$ cat config.mk
export PLATFORM = sky130hd
export DESIGN_NAME = dff_pipe
export DESIGN_NICKNAME = d
export VERILOG_FILES = /design/src/rtl/dff_pipe.sv
export SDC_FILE = /design/constraint.sdc
export NUM_CORES = 1
export LEC_CHECK = 0
export CAP_MARGIN = 20
export CORE_ASPECT_RATIO = 1.25
export CORE_MARGIN = 2
export CORE_UTILIZATION = 23
export DETAILED_ROUTE_END_ITERATION = 6
export PLACE_DENSITY = 0.43
export SYNTH_ARGS = -nofsm -noshare
export SYNTH_HDL_FRONTEND = slang
export SYNTH_SLANG_ARGS = --single-unit
$ cat constraint.sdc
create_clock -name clk -period 2.5 [get_ports clk]
set_input_delay 0.5 -clock clk [delete_from_list [all_inputs] [get_ports clk]]
set_output_delay 0.5 -clock clk [all_outputs]
set_load 0.005 [all_outputs]
$ cat src/rtl/dff_pipe.sv
// dff_pipe: parametrised multi-stage registered delay line with valid tracking.
//
// A WIDTH-bit data word and its valid bit travel through DEPTH register stages.
// The pipe advances only while en is high, is cleared synchronously by flush
// (flush wins over en), and keeps a registered count of valid stages in occ.
// Data is registered every enabled cycle whether or not d_vld is set; the
// valid bit only qualifies it.
//
// Parameters:
//   WIDTH     - data word width in bits (>= 1)
//   DEPTH     - number of stages, i.e. latency in enabled cycles (>= 1)
//   RESET_VAL - data value loaded into every stage on reset and on flush
//
// Ports:
//   clk    in   rising-edge clock
//   reset  in   asynchronous active-low reset
//   en     in   advance enable
//   flush  in   synchronous clear of all stages (overrides en)
//   d      in   input data word
//   d_vld  in   input data valid
//   q      out  data of the last stage
//   q_vld  out  valid bit of the last stage
//   occ    out  number of stages currently holding valid data
//
// Optional build macro:
//   DFF_PIPE_ASSERT_EN - compiles embedded assertions and covers for latency,
//                        stall, occupancy bound and flush behaviour. Without it
//                        no assertion code is compiled and behaviour is the same.

module dff_pipe #(
  parameter int unsigned       WIDTH     = 8,
  parameter int unsigned       DEPTH     = 4,
  parameter logic [WIDTH-1:0]  RESET_VAL = '0,
  localparam int unsigned      OCC_W     = $clog2(DEPTH + 1)
) (
  input  logic             clk,
  input  logic             reset,
  input  logic             en,
  input  logic             flush,
  input  logic [WIDTH-1:0] d,
  input  logic             d_vld,
  output logic [WIDTH-1:0] q,
  output logic             q_vld,
  output logic [OCC_W-1:0] occ
);

  // Elaboration-time parameter sanity.
  if (WIDTH < 1) begin : g_bad_width
    $error("dff_pipe: WIDTH must be >= 1");
  end
  if (DEPTH < 1) begin : g_bad_depth
    $error("dff_pipe: DEPTH must be >= 1");
  end

  logic [WIDTH-1:0] data_q [DEPTH];
  logic [DEPTH-1:0] vld_q;
  logic [OCC_W-1:0] occ_q;
  logic [OCC_W-1:0] occ_d;

  // Incremental occupancy: one word may enter and one may leave per enabled
  // cycle. The leaving word is the last stage's valid bit before the shift.
  always_comb begin
    occ_d = occ_q;
    if (en) begin
      occ_d = occ_q + OCC_W'(d_vld) - OCC_W'(vld_q[DEPTH-1]);
    end
  end

  always_ff @(posedge clk or negedge reset) begin
    if (!reset) begin
      for (int i = 0; i < int'(DEPTH); i++) begin
        data_q[i] <= RESET_VAL;
      end
      vld_q <= '0;
      occ_q <= '0;
    end else if (flush) begin
      for (int i = 0; i < int'(DEPTH); i++) begin
        data_q[i] <= RESET_VAL;
      end
      vld_q <= '0;
      occ_q <= '0;
    end else if (en) begin
      data_q[0] <= d;
      vld_q[0]  <= d_vld;
      for (int i = 1; i < int'(DEPTH); i++) begin
        data_q[i] <= data_q[i-1];
        vld_q[i]  <= vld_q[i-1];
      end
      occ_q <= occ_d;
    end
  end

  // Outputs come straight from flops; no input-to-output combinational path.
  assign q     = data_q[DEPTH-1];
  assign q_vld = vld_q[DEPTH-1];
  assign occ   = occ_q;

`ifdef DFF_PIPE_ASSERT_EN

  // (a) After DEPTH consecutive enabled cycles the output is the input from
  // DEPTH cycles earlier.
  property p_latency;
    @(posedge clk) disable iff (!reset || flush)
      en [*DEPTH] |=> (q == $past(d, DEPTH)) && (q_vld == $past(d_vld, DEPTH));
  endproperty
  a_latency: assert property (p_latency)
    else $error("dff_pipe a_latency: q/q_vld differ from input DEPTH enabled cycles ago");

  // (b) A stalled cycle leaves every output unchanged.
  property p_stall;
    @(posedge clk) disable iff (!reset || flush)
      !en |=> $stable(q) && $stable(q_vld) && $stable(occ);
  endproperty
  a_stall: assert property (p_stall)
    else $error("dff_pipe a_stall: outputs changed during stall");

  // (c) Occupancy can never exceed the number of stages.
  property p_bound;
    @(posedge clk) disable iff (!reset || flush)
      occ <= OCC_W'(DEPTH);
  endproperty
  a_bound: assert property (p_bound)
    else $error("dff_pipe a_bound: occ exceeds DEPTH");

  // (d) flush is the trigger of this property, so only reset may disable it;
  // disabling on flush would make it vacuous.
  property p_flush;
    @(posedge clk) disable iff (!reset)
      flush |=> (occ == '0) && !q_vld && (q == RESET_VAL);
  endproperty
  a_flush: assert property (p_flush)
    else $error("dff_pipe a_flush: pipe not empty after flush");

  c_full: cover property (
    @(posedge clk) disable iff (!reset || flush) occ == OCC_W'(DEPTH));

  c_stall_full: cover property (
    @(posedge clk) disable iff (!reset || flush) (occ == OCC_W'(DEPTH)) && !en);

`endif

endmodule

; Yosys cells after proc, flatten, opt, wreduce, memory -nomap -nowiden
; Cells that the tools add are included.
[op_classes]
n_reduce_logical = 1
addsub = 2
n_mux = 6
[op_table]
columns = operator, count
row1 = $mux W32, 2
row2 = $mux W4, 2
row3 = $mux W3, 2
row4 = $add A3 B1 Y3, 1
row5 = $sub A3 B1 Y3, 1
row6 = $reduce_bool A2 Y1, 1
[word_totals]
ff_bits = 39
wordCells = 15
output_inout_bits = 12

; Depth between registers and ports, before layout
[logic_depth]
depth_word = 4
depth_mapped = 9

; Worst setup path before layout
; Ideal clock, no wire load.
[synth_path]
path_kind = reg-to-reg
start = register vld_q[3]
end = register occ_q[2], in the netlist occ[2]
setup_ps = 120
t_required_ps = 2380
arrival_ps = 1688
path_slack_ps = 693
stages_incl_launch_ff = 9
path_cell_list = dfrtp_1 > ha_1 > inv_1 > ha_1 > inv_1 > fa_1 > xor2_1 > a21oi_2 > a31o_1
[synth_via]
elab_chain_cells = 3
[synth_rtl]
columns = item, line
row1 = "start, declared", 56  ; logic [DEPTH-1:0] vld_q;
row2 = "start signal, assigned by index", 87  ; vld_q[i] <= vld_q[i-1];
row3 = $sub A3 B1 Y3, 65  ; occ_d = occ_q + OCC_W'(d_vld) - OCC_W'(vld_q[DEPTH-1]);
row4 = $mux W3, 82  ; end else if (en) begin
row5 = $mux W3, 76  ; end else if (flush) begin
row6 = "end signal, assigned", 75  ; occ_q <= '0;
row7 = "end signal, assigned", 81  ; occ_q <= '0;
row8 = "end signal, assigned", 89  ; occ_q <= occ_d;
row9 = "end, declared", 57  ; logic [OCC_W-1:0] occ_q;
; Every way passes these cells. The select of a mux whose other input is x is not followed.
; A chain may end at the register's enable or synchronous reset.

; Final worst setup path
; Ends and elaborated chain as after synthesis.

==> impl_metrics.json <==
{
  "drc_errors": 0,
  "synth-seq-area-share_pct": 55.91,
  "num_antenna_cells": 0,
  "htree_num_levels": 2,
  "worstPathArrival_ns": 2.05,
  "fin_setup_tns_ns": 0,
  "start_kind": "flop",
  "postCtsSetupRepairBufs": 0,
  "port_buffers": 24,
  "drt_iter0_drc": 68,
  "power_leakage_nw": 1.036,
  "crit_path_end_kind": "flop",
  "syn_nets": 160,
  "status": "complete, no violations",
  "grt_pass1_vias": 1037,
  "min_period_over_period_pct": 75.13,
  "cts_tree": "built",
  "clk_pin_slew_worst_paths_ns": 0.07,
  "path_class": "flop to flop",
  "drive_gt1_share_pct": 7.453,
  "rsz0062_at_grt": "no",
  "path_max_fanout": 3,
  "worst_pin_slew_ns": 0.8539,
  "synth_cells": 144,
  "gp_congestion": 0.6612,
  "grt_start_max_net_pins": 40,
  "worstPathCellList": "ha_1 -> inv_1 -> ha_1 -> inv_1 -> fa_1 -> xor2_1 -> a21oi_2 -> a31o_1",
  "num_rows": 35,
  "hold_path_class": "input port to asynchronous set/reset pin",
  "ctsResizeCount": 0,
  "dieHeight_microns": 101.4,
  "synth-seq-cells": 39,
  "maxSlewHeadroom_pct": 43.07,
  "cts_made_buffers": 5,
  "start_util_pct": 23.72,
  "peakVddDrop_mv": 0.2489,
  "layout.nets": 177,
  "insertion_delay_ns": 0.28,
  "setup_ws_ns": 0.6216,
  "cts_buffer_depth": 2,
  "coreArea_sq_mm": 0.007357,
  "post-place-ws_ns": 0.3596,
  "io_pins": 25,
  "die_area_sq_mm": 0.008306,
  "slowest_stage": "dfrtp_1",
  "worstPathRequired_ns": 2.67,
  "grt_overflow": 0,
  "n_fill_cell": 744,
  "fmax_mhz": 532.4,
  "synth_cell_types": 15,
  "wl_per_cell_microns": 11.47,
  "crit_path_max_incr_delay_ns": 0.41,
  "antenna_left": 0,
  "antenna_found_initial": 0,
  "slew_viol_final": 0,
  "via_per_inst": 3.949,
  "clock-sinks": 39,
  "crit_buf_inv": 2,
  "wirelength_mm": 2.902,
  "critical-path-top-delay-family": "adder cells",
  "synthesis.area_sq_mm": 0.001745,
  "hold_violations": 0,
  "cap_violations": 0,
  "setup_viol": 0,
  "min_period_ns": 1.878,
  "cts_hold_buf": 0,
  "cts-root-buf": "clkbuf_8",
  "power.density_mw_per_mm2": 610.1,
  "dp_hpwl_mm": 2.058,
  "avgSynthCellArea_sq_um": 12.12,
  "dr.pass1.iters": 3,
  "track_usage_pct": 7.874,
  "skew_ns": 0.004325,
  "yosys_warnings": 0,
  "syn2layout_area_growth_pct": 19.07,
  "grt_pass1_wl_mm": 4.864,
  "route.vias.total": 999,
  "dieWidth_microns": 81.92
}
-- cell usage in the layout (no fill, tap or decap), types with 2 or more instances in the layout --
| cell type | count |
|---|---|
| buf_4 | 2 |
| ha_1 | 2 |
| mux2i_1 | 38 |
| clkdlybuf4s50_1 | 22 |
| buf_2 | 2 |
| inv_1 | 4 |
| dfrtp_1 | 39 |
| nor2_1 | 39 |
| clkbuf_8 | 5 |
-- Yosys cell counts --
master	n	area [sq um]
dfrtp_1	39	975.9
nor2_1	39	146.4
mux2i_1	38	380.4
buf_4	8	60.06
buf_8	4	60.06
inv_1	4	15.01
buf_2	3	15.01
ha_1	2	25.02
a21oi_2	1	8.760
a31o_1	1	8.760
buf_6	1	11.26
clkbuf_1	1	3.750
fa_1	1	20.02
nand2b_1	1	6.260
xor2_1	1	8.760
-- metal layers --
| metal | track usage, % | vias to the layer above | wire length [microns] |
|---|---|---|---|
| met4 | 5.000 | 0 | 93 |
| met3 | 2.674 | 6 | 106 |
| met1 | 8.786 | 482 | 1268 |
| met5 | 0 | - | 0 |
| met2 | 12.70 | 18 | 1433 |
| li1 | - | 493 | - |
-- registers in the layout, indices dropped and copies added (netlist names) --
signal and flops:
data_q 24, occ 3, q 8, vld_q 4
-- power by group --
group	switching [mW]	internal, mW	total [mW]
Clock	0.198	0.292	0.491
Sequential	0.0117	0.650	0.662
Combinational	0.0591	0.0564	0.116
Total	0.269	0.999	1.27
-- area by class of cell --
type                            count  area (sq um)  share of cell area, %
Timing Repair Buffer               27         265.3                  12.76
Tap cell                           92         115.1                  5.539
Clock inverter                      1         30.03                  1.445
Clock buffer                        6         72.57                  3.492
Sequential cell                    39         975.9                  46.96
Multi-Input combinational cell     84         604.3                  29.08
Inverter                            4         15.01                 0.7225
-- path summary, 6_finish.rpt --
check | from | end | slack [ns] | cells past startpoint
min | reset | data_q[11]$_DFFE_PN0P_ | 0.32 | 1
max reg2reg | vld_q[3]$_DFFE_PN0P_ | occ[2]$_DFFE_PN0P_ | 0.62 | 8
max | vld_q[3]$_DFFE_PN0P_ | occ[2]$_DFFE_PN0P_ | 0.62 | 8
min in group clk | q[6]$_DFFE_PN0P_ | q[6]$_DFFE_PN0P_ | 0.52 | 2
max in group asynchronous | reset | occ[2]$_DFFE_PN0P_ | 1.64 | 1
min reg2reg | q[6]$_DFFE_PN0P_ | q[6]$_DFFE_PN0P_ | 0.52 | 2
-- kinds of logic (layout without fill, tap and decap cells) --
family | Yosys count | in the layout | share of synthesized area (%)
adders and majority gates | 3 | 3 | 2.580
and+or+nand+nor | 40 | 40 | 8.746
xor gates and xnor gates | 1 | 1 | 0.5019
muxes | 38 | 38 | 21.79
buffers and inverters | 21 | 38 | 9.462
AOI/OAI and AO/OA | 2 | 2 | 1.004
DFF | 39 | 39 | 55.91
-- stage by stage --
step                utilization [%]  hold WS (ns)  total power, mW  area, sq um  std cells
finish                        28.25        0.3223            1.268         2078        253
global route                  28.25        0.3804            1.338         2078        253
CTS                           28.25        0.3479            1.296         2078        253
detailed placement            26.85        0.5134           0.7931         1976        246
global placement              26.85        0.5018           0.7892         1976        246
floorplan                         -        0.2044           0.7484         1745        144
-- worst register-to-register path, cell delays in order (launching register included) --
cell	delay (ns)
dfrtp_1	0.41
ha_1	0.29
inv_1	0.06
ha_1	0.13
inv_1	0.04
fa_1	0.37
xor2_1	0.22
a21oi_2	0.08
a31o_1	0.18
Note: power is estimated with default switching activity, not from simulation.
